$ cat config.mk
export PLATFORM = sky130hd
export DESIGN_NAME = wb_select_reg
export DESIGN_NICKNAME = d
export VERILOG_FILES = /design/src/rtl/wb_select_reg.sv
export SDC_FILE = /design/constraint.sdc
export NUM_CORES = 1
export LEC_CHECK = 0
export ABC_AREA = 1
export CAP_MARGIN = 10
export CELL_PAD_IN_SITES_DETAIL_PLACEMENT = 0
export CELL_PAD_IN_SITES_GLOBAL_PLACEMENT = 2
export CORE_MARGIN = 8
export CORE_UTILIZATION = 22
export CTS_CLUSTER_SIZE = 30
export DETAILED_ROUTE_END_ITERATION = 10
export PLACE_DENSITY = 0.81
export SETUP_SLACK_MARGIN = 0.2
export SYNTH_ARGS = -nofsm -noshare
export SYNTH_HDL_FRONTEND = slang
export SYNTH_SLANG_ARGS = --single-unit
$ cat constraint.sdc
create_clock -name clk -period 1.54 [get_ports clk]
set_input_delay 0.308 -clock clk [delete_from_list [all_inputs] [get_ports clk]]
set_output_delay 0.308 -clock clk [all_outputs]
set_load 0.01 [all_outputs]
$ cat src/rtl/wb_select_reg.sv
// Writeback select stage: N-source select, load alignment, registered WB outputs,
// sticky error flags and a one-entry bypass of the last committed register write.
module wb_select_reg #(
    parameter int DATA_W  = 32,
    parameter int NSRC    = 4,
    parameter int SEL_W   = 2,
    parameter int MEM_IDX = 1,
    parameter int RA_W    = 5
) (
    input  logic                   clk,
    input  logic                   rst_n,
    input  logic                   stall,
    input  logic                   flush,
    input  logic                   in_valid,
    input  logic [NSRC*DATA_W-1:0] src_data,
    input  logic [SEL_W-1:0]       sel,
    input  logic [2:0]             load_type,
    input  logic [1:0]             addr_lo,
    input  logic [RA_W-1:0]        rd_addr,
    input  logic                   reg_write,
    output logic [DATA_W-1:0]      wb_data,
    output logic [RA_W-1:0]        wb_addr,
    output logic                   wb_we,
    output logic [DATA_W-1:0]      byp_data,
    output logic [RA_W-1:0]        byp_addr,
    output logic                   byp_valid,
    output logic                   err_sel,
    output logic                   err_align
);

    localparam logic [2:0] LT_BYTE_S = 3'd1;
    localparam logic [2:0] LT_BYTE_U = 3'd2;
    localparam logic [2:0] LT_HALF_S = 3'd3;
    localparam logic [2:0] LT_HALF_U = 3'd4;

    logic              legal_sel;
    logic              is_mem;
    logic [DATA_W-1:0] raw;
    logic [DATA_W-1:0] aligned;
    logic              misalign;
    logic [DATA_W-1:0] next_data;
    logic              commit;

    always_comb begin
        legal_sel = (int'(sel) < NSRC);
        is_mem    = (int'(sel) == MEM_IDX);
        raw       = '0;
        for (int i = 0; i < NSRC; i++) begin
            if (int'(sel) == i) raw = src_data[i*DATA_W +: DATA_W];
        end
    end

    // Sub-word loads only exist on a 32-bit datapath; other widths are word-only.
    generate
        if (DATA_W == 32) begin : g_align32
            logic [7:0]  byte_k;
            logic [15:0] half_k;
            always_comb begin
                byte_k   = raw[8*addr_lo +: 8];
                half_k   = addr_lo[1] ? raw[31:16] : raw[15:0];
                aligned  = raw;
                misalign = 1'b0;
                if (is_mem) begin
                    case (load_type)
                        LT_BYTE_S: aligned = {{24{byte_k[7]}}, byte_k};
                        LT_BYTE_U: aligned = {24'd0, byte_k};
                        LT_HALF_S: begin
                            if (addr_lo[0]) misalign = 1'b1;
                            else aligned = {{16{half_k[15]}}, half_k};
                        end
                        LT_HALF_U: begin
                            if (addr_lo[0]) misalign = 1'b1;
                            else aligned = {16'd0, half_k};
                        end
                        default: misalign = (addr_lo != 2'b00);
                    endcase
                end
            end
        end else begin : g_align_word
            always_comb begin
                aligned  = raw;
                misalign = is_mem && (addr_lo != 2'b00);
            end
        end
    endgenerate

    always_comb begin
        next_data = legal_sel ? aligned : '0;
        commit    = in_valid & reg_write & (rd_addr != '0) & legal_sel & ~misalign;
    end

    // Flush beats stall; a stalled entry never re-asserts its write strobe.
    always_ff @(posedge clk or negedge rst_n) begin
        if (!rst_n) begin
            wb_data   <= '0;
            wb_addr   <= '0;
            wb_we     <= 1'b0;
            err_sel   <= 1'b0;
            err_align <= 1'b0;
        end else if (flush) begin
            wb_data <= '0;
            wb_addr <= '0;
            wb_we   <= 1'b0;
        end else if (stall) begin
            wb_we <= 1'b0;
        end else begin
            wb_data <= next_data;
            wb_addr <= rd_addr;
            wb_we   <= commit;
            if (in_valid && !legal_sel) err_sel <= 1'b1;
            if (in_valid && misalign)   err_align <= 1'b1;
        end
    end

    always_ff @(posedge clk or negedge rst_n) begin
        if (!rst_n) begin
            byp_data  <= '0;
            byp_addr  <= '0;
            byp_valid <= 1'b0;
        end else if (wb_we) begin
            byp_data  <= wb_data;
            byp_addr  <= wb_addr;
            byp_valid <= 1'b1;
        end
    end

endmodule

; ---- Word-level counts from Yosys, hierarchy flattened
; Index checks and enable logic that the tools add are counted.
[totals]
ff_bits = 77
out_inout_bits = 78
word_cells = 47
[classes]
n_eq_ne = 8
n_shift = 1
muxes = 18
n_bitwise = 6
reduce_logical = 7
[ops]
columns = operator, count
row1 = 2-to-1 mux 32 bit, 9
row2 = case mux 32 bit (4 select lines), 1
row3 = variable part select 32 x 6 -> 8 bit, 1
row4 = 2-to-1 mux 16 bit, 1
row5 = 2-to-1 mux 5 bit, 2
row6 = equality test 3 x 2 -> 1 bit (second input constant), 2
row7 = nonzero test 5 bit, 1
row8 = equality test 2 bit (second input constant), 2
row9 = 2-to-1 mux 1 bit, 4
row10 = OR reduction 2 bit, 2
row11 = bitwise AND 1 bit, 3
row12 = equality test 3 x 1 -> 1 bit (second input constant), 1
row13 = equality test 3 bit (second input constant), 1
row14 = inverter 1 bit, 3
row15 = AND reduction 3 bit, 1
row16 = equality test 2 x 1 -> 1 bit (second input constant), 1
row17 = zero test 2 bit, 1
row18 = inequality test 2 x 1 -> 1 bit (second input constant), 1
row19 = case mux 1 bit (2 select lines), 1
row20 = nonzero test 2 bit, 1
row21 = logical AND 1 bit, 1

; ---- Depth between registers and ports, before layout
; Gate-level depths: netlist of run 1.
[depth]
depth_word = 11
depth_mapped = 16

; ---- Least setup slack after synthesis of run 1
; No wires, ideal clock.
[synth_timing]
path_kind = input to register
start = input sel[0]
end = register wb_data[22]
arrival_ps = 1423
required_time_ps = 1423
slack_ps = 1
cell_stages = 15
path_buffers = 3
path_cell_list = buf_6 nor2_4 buf_6 nand2_1 nand3_2 nand3_2 nand2_1 inv_2 nand3_4 buf_6 nand2_2 nand2_1 nand2_1 nand2_1 nand2_1
[synth_between]
elab_chain_len = 11
[synth_rtl]
columns = item, line
row1 = start: declaration, 16  ; input logic [SEL_W-1:0] sel,
row2 = "parallel branches: the longest is 8 deep, another holds 2-to-1 mux 32 bit", --
row3 = 2-to-1 mux 32 bit *, 63  ; if (is_mem) begin
row4 = 2-to-1 mux 32 bit *, 104  ; end else if (stall) begin
row5 = 2-to-1 mux 32 bit *, 100  ; end else if (flush) begin
row6 = end signal: assignment, 107  ; wb_data <= next_data;
row7 = end: declaration, 21  ; output logic [DATA_W-1:0] wb_data,
; Every way passes the cells marked *. The select of a mux whose other input is x is not followed.
; A chain may end at the register's enable or synchronous reset.

; ---- Final worst setup path of run 1
[layout_timing]
start = input sel[0]
end = register wb_data[3]
[layout_between]
elab_chain_len = 11
[layout_rtl]
columns = item, line
row1 = "parallel branches: the longest is 8 deep, another holds 2-to-1 mux 32 bit", --
row2 = 2-to-1 mux 32 bit *, 63
row3 = 2-to-1 mux 32 bit *, 104
row4 = 2-to-1 mux 32 bit *, 100
; Marked as above.

==> results of run 1 <==
## registers in the layout (all words and copies together), names as in the netlist
name and count:
byp_addr 5, byp_data 32, wb_data 32, wb_we 1
byp_valid 1, err_align 1, wb_addr 5
## cells by family after synthesis
kind of cell | count (synthesis)
simple gates | 533
flops | 77
other cells | 1
compound gates | 89
buf+inv | 107
## cell usage after synthesis, types with 2 or more instances
| library cell | count |
|---|---|
| dfrtp_1 | 77 |
| o221ai_1 | 2 |
| o211ai_2 | 2 |
| o22ai_1 | 2 |
| o21ai_1 | 8 |
| nand3_1 | 85 |
| buf_2 | 13 |
| inv_2 | 7 |
| a21oi_1 | 17 |
| nand4_1 | 14 |
| o21a_1 | 3 |
| inv_1 | 52 |
| a31oi_1 | 4 |
| nor3_1 | 2 |
| clkbuf_1 | 17 |
| nand2_1 | 377 |
| o211ai_1 | 3 |
| nand3_2 | 3 |
| buf_4 | 5 |
| o21ai_0 | 42 |
| nor2_1 | 28 |
| or2_2 | 5 |
| nor2_4 | 3 |
| a31oi_2 | 2 |
| nand2_2 | 10 |
| clkinv_1 | 3 |
| buf_6 | 9 |
| or2_0 | 2 |
## where the power goes
part / internal (mW) / switching (mW) / total (mW)
logic: 1.23 / 1.22 / 2.45
registers: 2.24 / 0.143 / 2.39
clock network: 1.58 / 0.793 / 2.37
## worst paths after layout
path,slack (ns),startpoint,depth (start not counted),end
setup reg to reg,0.34,wb_we,4,byp_addr[0]
min in group clk,0.46,byp_data[6],2,byp_data[6]
hold / removal,0.44,rst_n,2,byp_addr[4]
hold reg to reg,0.46,byp_data[6],2,byp_data[6]
max in group asynchronous,0.54,rst_n,3,byp_data[15]
setup / recovery,-0.04,sel[0],13,wb_data[3]
## placed cells by master (no fill, tap or decap), drive strengths merged
master	n
a21oi	17
a22o	1
a311oi	1
a31o	1
a31oi	6
buf	139
bufbuf	1
bufinv	3
clkbuf	21
clkdlybuf4s15	44
clkdlybuf4s50	125
clkinv	4
clkinvlp	2
conb	1
dfrtp	77
diode	1
dlygate4sd2	38
dlygate4sd3	1
inv	59
nand2	388
nand3	89
nand4	14
nor2	33
nor3	2
o211ai	5
o21a	3
o21ai	52
o221ai	2
o22ai	2
or2	7
## per-layer routing
| metal | track usage [%] | routed length, um |
|---|---|---|
| met3 | 6.05 | 2230 |
| met1 | 23.1 | 11800 |
| met5 | 0 | 0 |
| met2 | 27.0 | 11000 |
| met4 | 3.74 | 293 |
## repair_timing
item                                    in CTS  in global routing
endpoints found under the setup margin     112                 69
cloned                                       6                  0
buffers inserted                            19                  8
gates resized for setup                    263                 81
pin swaps                                   47                 26
hold buffers                                 1                  0
endpoints found under the hold margin       23                  0
## final cells by class
cell class | count | area share (%)
Timing Repair inverter | 1 | 0.0776
Clock buffer | 11 | 2.41
Inverter | 63 | 2.69
Tap cell | 319 | 4.13
Timing Repair Buffer | 358 | 35.9
Sequential cell | 77 | 19.9
Clock inverter | 4 | 1.01
Multi-Input combinational cell | 624 | 33.9
Antenna cell | 1 | 0.0259
## critical path, stage by stage
cell        delay, ns
buf_6            0.07
buf_12           0.12
clkinv_8         0.07
buf_12           0.12
buf_12           0.12
nor2_8           0.14
inv_2            0.08
nor2_4           0.10
buf_12           0.16
clkinvlp_4       0.19
a21oi_2          0.19
nand2_2          0.10
nand2_1          0.07
## per-stage QoR
step / setup WS [ns] / setup TNS [ns] / hold slack, ns
floorplan: 0.0116 / 0 / 0.0124
global placement: -0.859 / -26.43 / 0.246
detailed placement: -0.877 / -27.22 / 0.248
CTS: -0.0237 / -0.0817 / 0.443
global route: -0.122 / -1.98 / 0.470
finish: -0.0436 / -0.203 / 0.437
==> results.py, run 1 <==
metrics = {
    "global_route": {
        "grt_pass1_vias": 6666,
        "grt_max_degree": 37,
        "antenna_found_initial": 1,
        "grt_pass1_wl_um": 39100,
        "gr-total-overflow": 0,
        "grtUsageTotal_pct": 17.4,
    },
    "finish": {
        "seqCellArea_um2": 1930,
        "final_area_um2": 9670,
        "syn2layout_area_growth_pct": 85.0,
        "final_cells": 1458,
        "multi_input_area_um2": 3280,
        "filler_cell_count": 2521,
        "drive_above_1_share_pct": 27.2,
        "post-route-util_pct": 41.3,
        "nets": 1280,
    },
    "timing": {
        "max_clock_freq_mhz": 631,
        "period_share_pct": 103,
        "grt_setup_unrepaired": "yes",
        "setup_viol_count_final": 12,
        "final.setup.worst_slack_ns": -0.0436,
        "skew_ns": 0.00698,
        "slew_viol_final": 0,
        "hold_violations": 0,
        "finalCriticalPeriod_ns": 1.58,
    },
    "yosys": {
        "syn_area_um2": 5230,
        "synth.distinct_cells": 38,
        "synth_top_cell_by_area": "dfrtp_1",
        "async_flop_share_pct": 100,
        "muxShareOfSynthArea_pct": 0,
        "ys.flop_type": "dfrtp_1",
        "synth_edf_count": 0,
        "synth_top_family_by_area": "simple AND/OR/NAND/NOR gates",
        "ys_warn_count": 0,
        "ys_ff_latch": 77,
        "synth_nets": 953,
        "netlist.area_leader.share_pct": 36.9,
        "synth_simple_gate_area_share_pct": 43.4,
        "synth_xor_area_share_pct": 0,
        "netlist_top_cells_area": "dfrtp_1, nand2_1, nand3_1, o21ai_0, inv_1",
        "synth_compound_area_share_pct": 9.96,
        "avgSynthCellArea_um2": 6.48,
        "synth_fa_ha_area_share_pct": 0,
        "postSynthCellCount": 807,
        "yosysSeqAreaShare_pct": 36.9,
    },
    "detailed_routing": {
        "ant_nets": 0,
        "wirelength_um": 25400,
        "drt-wirelength-per-cell_um": 17.4,
        "drt_first_pass_iters": 5,
        "viasPerCell": 4.38,
        "drc_errors": 0,
        "drtIter0Drc": 399,
        "vias": 6390,
    },
    "pwr": {
        "p_leak_nw": 4.79,
        "powerDensity_nw_per_um2": 745,
        "ir_drop_v": 0.000416,
        "finalPower_mw": 7.20,
    },
    "worst_setup_path": {
        "cp_max_fo": 8,
        "timing_worst_setup_path_type": "input port to register",
        "cp.arrival_ns": 1.85,
        "cp_data_required_time_ns": 1.81,
        "cp-start-kind": "input port",
        "cp-end-kind": "register",
    },
    "placed_design": {
        "numPortBuffers": 222,
        "dp.cells": 1408,
        "place_area_um2": 8490,
        "hpwl_um": 20200,
        "routabilityCongestion": 0.865,
    },
    "outcome": {
        "violations": "negative setup slack",
        "status": "finished with violations",
    },
    "clock_network": {
        "cts_tree": "done",
        "cts_sinks": 77,
        "h-tree-depth": 3,
        "clock_tree.buffer_depth": 2,
        "worstSkewPairLatency_ns": 0.33,
        "cts_buffers": 9,
        "root_buffer": "clkbuf_16",
        "clk_pin_slew_ns": 0.06,
    },
    "floorplan": {
        "std_cell_rows": 56,
        "die_area_um2": 28900,
        "io_pins": 224,
        "die_w_um": 170,
        "start_util_pct": 22.3,
        "core_area_um2": 23400,
        "die_y_um": 170,
    },
    "hold_path": {
        "hp-class": "input port to async pin",
    },
    "job": {
        "maxCapViolCount": 0,
    },
}
(Power assumes the default switching activity.)
==> run 2, diff against run 1 <==
--- a/config.mk
+++ b/config.mk
@@ -11,6 +11,7 @@
 export CELL_PAD_IN_SITES_GLOBAL_PLACEMENT = 2
 export CORE_MARGIN = 8
 export CORE_UTILIZATION = 22
+export CTS_CLUSTER_DIAMETER = 150
 export CTS_CLUSTER_SIZE = 30
 export DETAILED_ROUTE_END_ITERATION = 10
 export PLACE_DENSITY = 0.81
==> results of run 2 <==
Same layout as run 1: the final DEF is identical, and so are final timing and power.
==> run 3, diff against run 2 <==
--- a/config.mk
+++ b/config.mk
@@ -10,11 +10,12 @@
 export CELL_PAD_IN_SITES_DETAIL_PLACEMENT = 0
 export CELL_PAD_IN_SITES_GLOBAL_PLACEMENT = 2
 export CORE_MARGIN = 8
-export CORE_UTILIZATION = 22
+export CORE_UTILIZATION = 25
 export CTS_CLUSTER_DIAMETER = 150
 export CTS_CLUSTER_SIZE = 30
 export DETAILED_ROUTE_END_ITERATION = 10
-export PLACE_DENSITY = 0.81
+export DONT_BUFFER_PORTS = 1
+export PLACE_DENSITY = 0.64
 export SETUP_SLACK_MARGIN = 0.2
 export SYNTH_ARGS = -nofsm -noshare
 export SYNTH_HDL_FRONTEND = slang
==> run 3 against run 2 <==
  * The flow finishes with violations (negative hold slack)
  * Power is 20% lower
  * Sequential power is 7% higher
  * Final cell count is 22% lower
  * Critical path type unchanged
  * Largest cell class is now multi-input combinational cells
  * Largest power group is now registers
==> results.py, run 3 (synthesis gave the netlist of run 1 again) <==
metrics = {
    "placed_design": {
        "numPortBuffers": 0,
        "hpwl_um": 18000,
        "dp.cells": 1111,
        "routabilityCongestion": 0.860,
    },
    "detailed_routing": {
        "drc_errors": 0,
        "drtIter0Drc": 361,
        "drt-wirelength-per-cell_um": 20.0,
        "vias": 5468,
        "drt_first_pass_iters": 4,
        "wirelength_um": 22600,
        "ant_nets": 0,
        "viasPerCell": 4.83,
    },
    "worst_setup_path": {
        "slowest_delay_ns": 0.18,
        "worstRegToRegCells": 4,
        "cp-start-kind": "input port",
        "cp.depth": 12,
        "ff2ff_setup_slack_ns": 0.34,
        "cp_max_fo": 28,
        "critPathBufInv": 2,
        "cpLargestDelayFamily": "simple AND/OR/NAND/NOR gates",
        "cp_slowest_cell": "nor2_4",
        "cp_data_required_time_ns": 1.76,
        "timing_worst_setup_path_type": "input port to register",
        "crit_top_cell": "nand2_1",
        "cp-end-kind": "register",
        "worstPathCellList": "nor2_4 > nand2_1 > nand3_2 > nand3_2 > nand2_2 > nand2_2 > nand3_4 > buf_12 > buf_4 > nand3_1 > nand2_1 > nand2_1",
        "cp.arrival_ns": 1.58,
    },
    "timing": {
        "slew_headroom_pct": 57.0,
        "worst_pin_slew_ns": 0.639,
        "fin_worst_hold_slack_ns": -0.334,
        "period_share_pct": 88.2,
        "grt_setup_unrepaired": "yes",
        "max_clock_freq_mhz": 736,
        "slew_viol_final": 0,
        "finalCriticalPeriod_ns": 1.36,
        "setup_viol_count_final": 0,
        "hold_violations": 77,
        "skew_ns": 0.00745,
    },
    "finish": {
        "syn2layout_area_growth_pct": 24.7,
        "filler_cell_count": 2266,
        "multi_input_area_um2": 2940,
        "diodes": 0,
        "layout_commonest_cell": "nand2_1",
        "seqCellArea_um2": 1930,
        "post-route-util_pct": 31.4,
        "final_cell_mix": "nand2_1, dfrtp_1, nand3_1",
        "nets": 999,
        "final_cells": 1132,
        "drive_above_1_share_pct": 19.7,
        "reg_top3": "byp_data x32, wb_data x32",
    },
    "floorplan": {
        "start_util_pct": 25.2,
        "die_area_um2": 25800,
        "die_w_um": 161,
        "io_pins": 224,
        "core_area_um2": 20800,
        "die_y_um": 161,
        "std_cell_rows": 53,
    },
    "hold_path": {
        "hp-class": "input port to async pin",
    },
    "job": {
        "maxCapViolCount": 0,
    },
    "global_route": {
        "antenna_found_initial": 0,
        "gr-total-overflow": 0,
        "grt_max_degree": 78,
        "grt_pass1_vias": 5510,
        "grtUsageTotal_pct": 17.0,
        "grt_pass1_wl_um": 33800,
    },
    "clock_network": {
        "cts_buffers": 9,
        "worstSkewPairLatency_ns": 0.33,
        "cts_sinks": 77,
        "cts_tree": "done",
        "root_buffer": "clkbuf_16",
        "h-tree-depth": 3,
        "clk_pin_slew_ns": 0.06,
        "clock_tree.buffer_depth": 2,
    },
    "pwr": {
        "p_leak_nw": 3.36,
        "ir_drop_v": 0.000442,
        "powerDensity_nw_per_um2": 884,
    },
    "outcome": {
        "violations": "negative hold slack",
        "status": "finished with violations",
    },
}
-- run 3: cell types whose count changed in the layout (fill, tap and decap cells not counted), sizes merged, moves of 3 or more --
cell / before / now
clkbuf: 21 / 13
dlygate4sd2: 38 / 0
clkdlybuf4s15: 44 / 0
bufinv: 3 / 0
buf: 139 / 77
clkdlybuf4s50: 125 / 0
-- run 3: area by class of cell --
cell class | instances | area share, %
Sequential cell | 77 | 29.6
Clock buffer | 11 | 3.72
Clock inverter | 4 | 0.384
Multi-Input combinational cell | 623 | 45.1
Inverter | 63 | 3.74
Timing Repair Buffer | 79 | 12.2
Tap cell | 275 | 5.28
-- run 3: per-layer routing --
metal / up-vias / share of wire, % / GRT usage [%]
met5: - / 0 / 0
met4: 0 / 0.58 / 3.87
met3: 11 / 9.5 / 5.91
met2: 246 / 46 / 27.0
met1: 2548 / 44 / 21.7
li1: 2663 / - / -
-- run 3: timing repair --
action / CTS / global route
gates cloned: 0 / 2
endpoints found under the setup margin: 5 / 31
hold endpoints to repair: 77 / 77
buffers inserted: 0 / 4
gates resized for setup: 5 / 38
pin swaps: 0 / 14
-- run 3: power breakdown --
part	switching, mW	total (mW)	internal (mW)
clock network	0.823	1.94	1.12
logic	0.730	1.25	0.522
registers	0.321	2.56	2.24
total	1.87	5.76	3.89
-- run 3: worst register-to-register path: stages (launching register included) --
cell,delay (ns)
dfrtp_1,0.39
clkinv_1,0.28
buf_12,0.27
nand2_1,0.08
o21ai_0,0.07
-- run 3: final timing paths --
check	from	endpoint
max in group asynchronous	rst_n	byp_data[24]
worst max register to register	wb_we	byp_addr[0]
worst min-delay path	rst_n	byp_addr[1]
worst max-delay path	sel[1]	wb_data[21]
worst min register to register	byp_data[28]	byp_data[28]
min in group clk	rd_addr[0]	wb_addr[0]
-- run 3: through the flow --
step / cell area [um2] / total power [mW] / hold slack (ns) / setup slack, ns / TNS, ns
2_1_floorplan: 5290 / 3.29 / 0.0124 / 0.0116 / 0
3_3_place_gp: 6020 / 3.79 / 0.0150 / -0.197 / -2.46
3_5_place_dp: 6020 / 3.80 / 0.0155 / -0.204 / -3.13
4_1_cts: 6310 / 5.80 / -0.350 / 0.188 / 0
5_1_grt: 6520 / 6.13 / -0.362 / 0.120 / 0
6_report: 6520 / 5.76 / -0.334 / 0.182 / 0
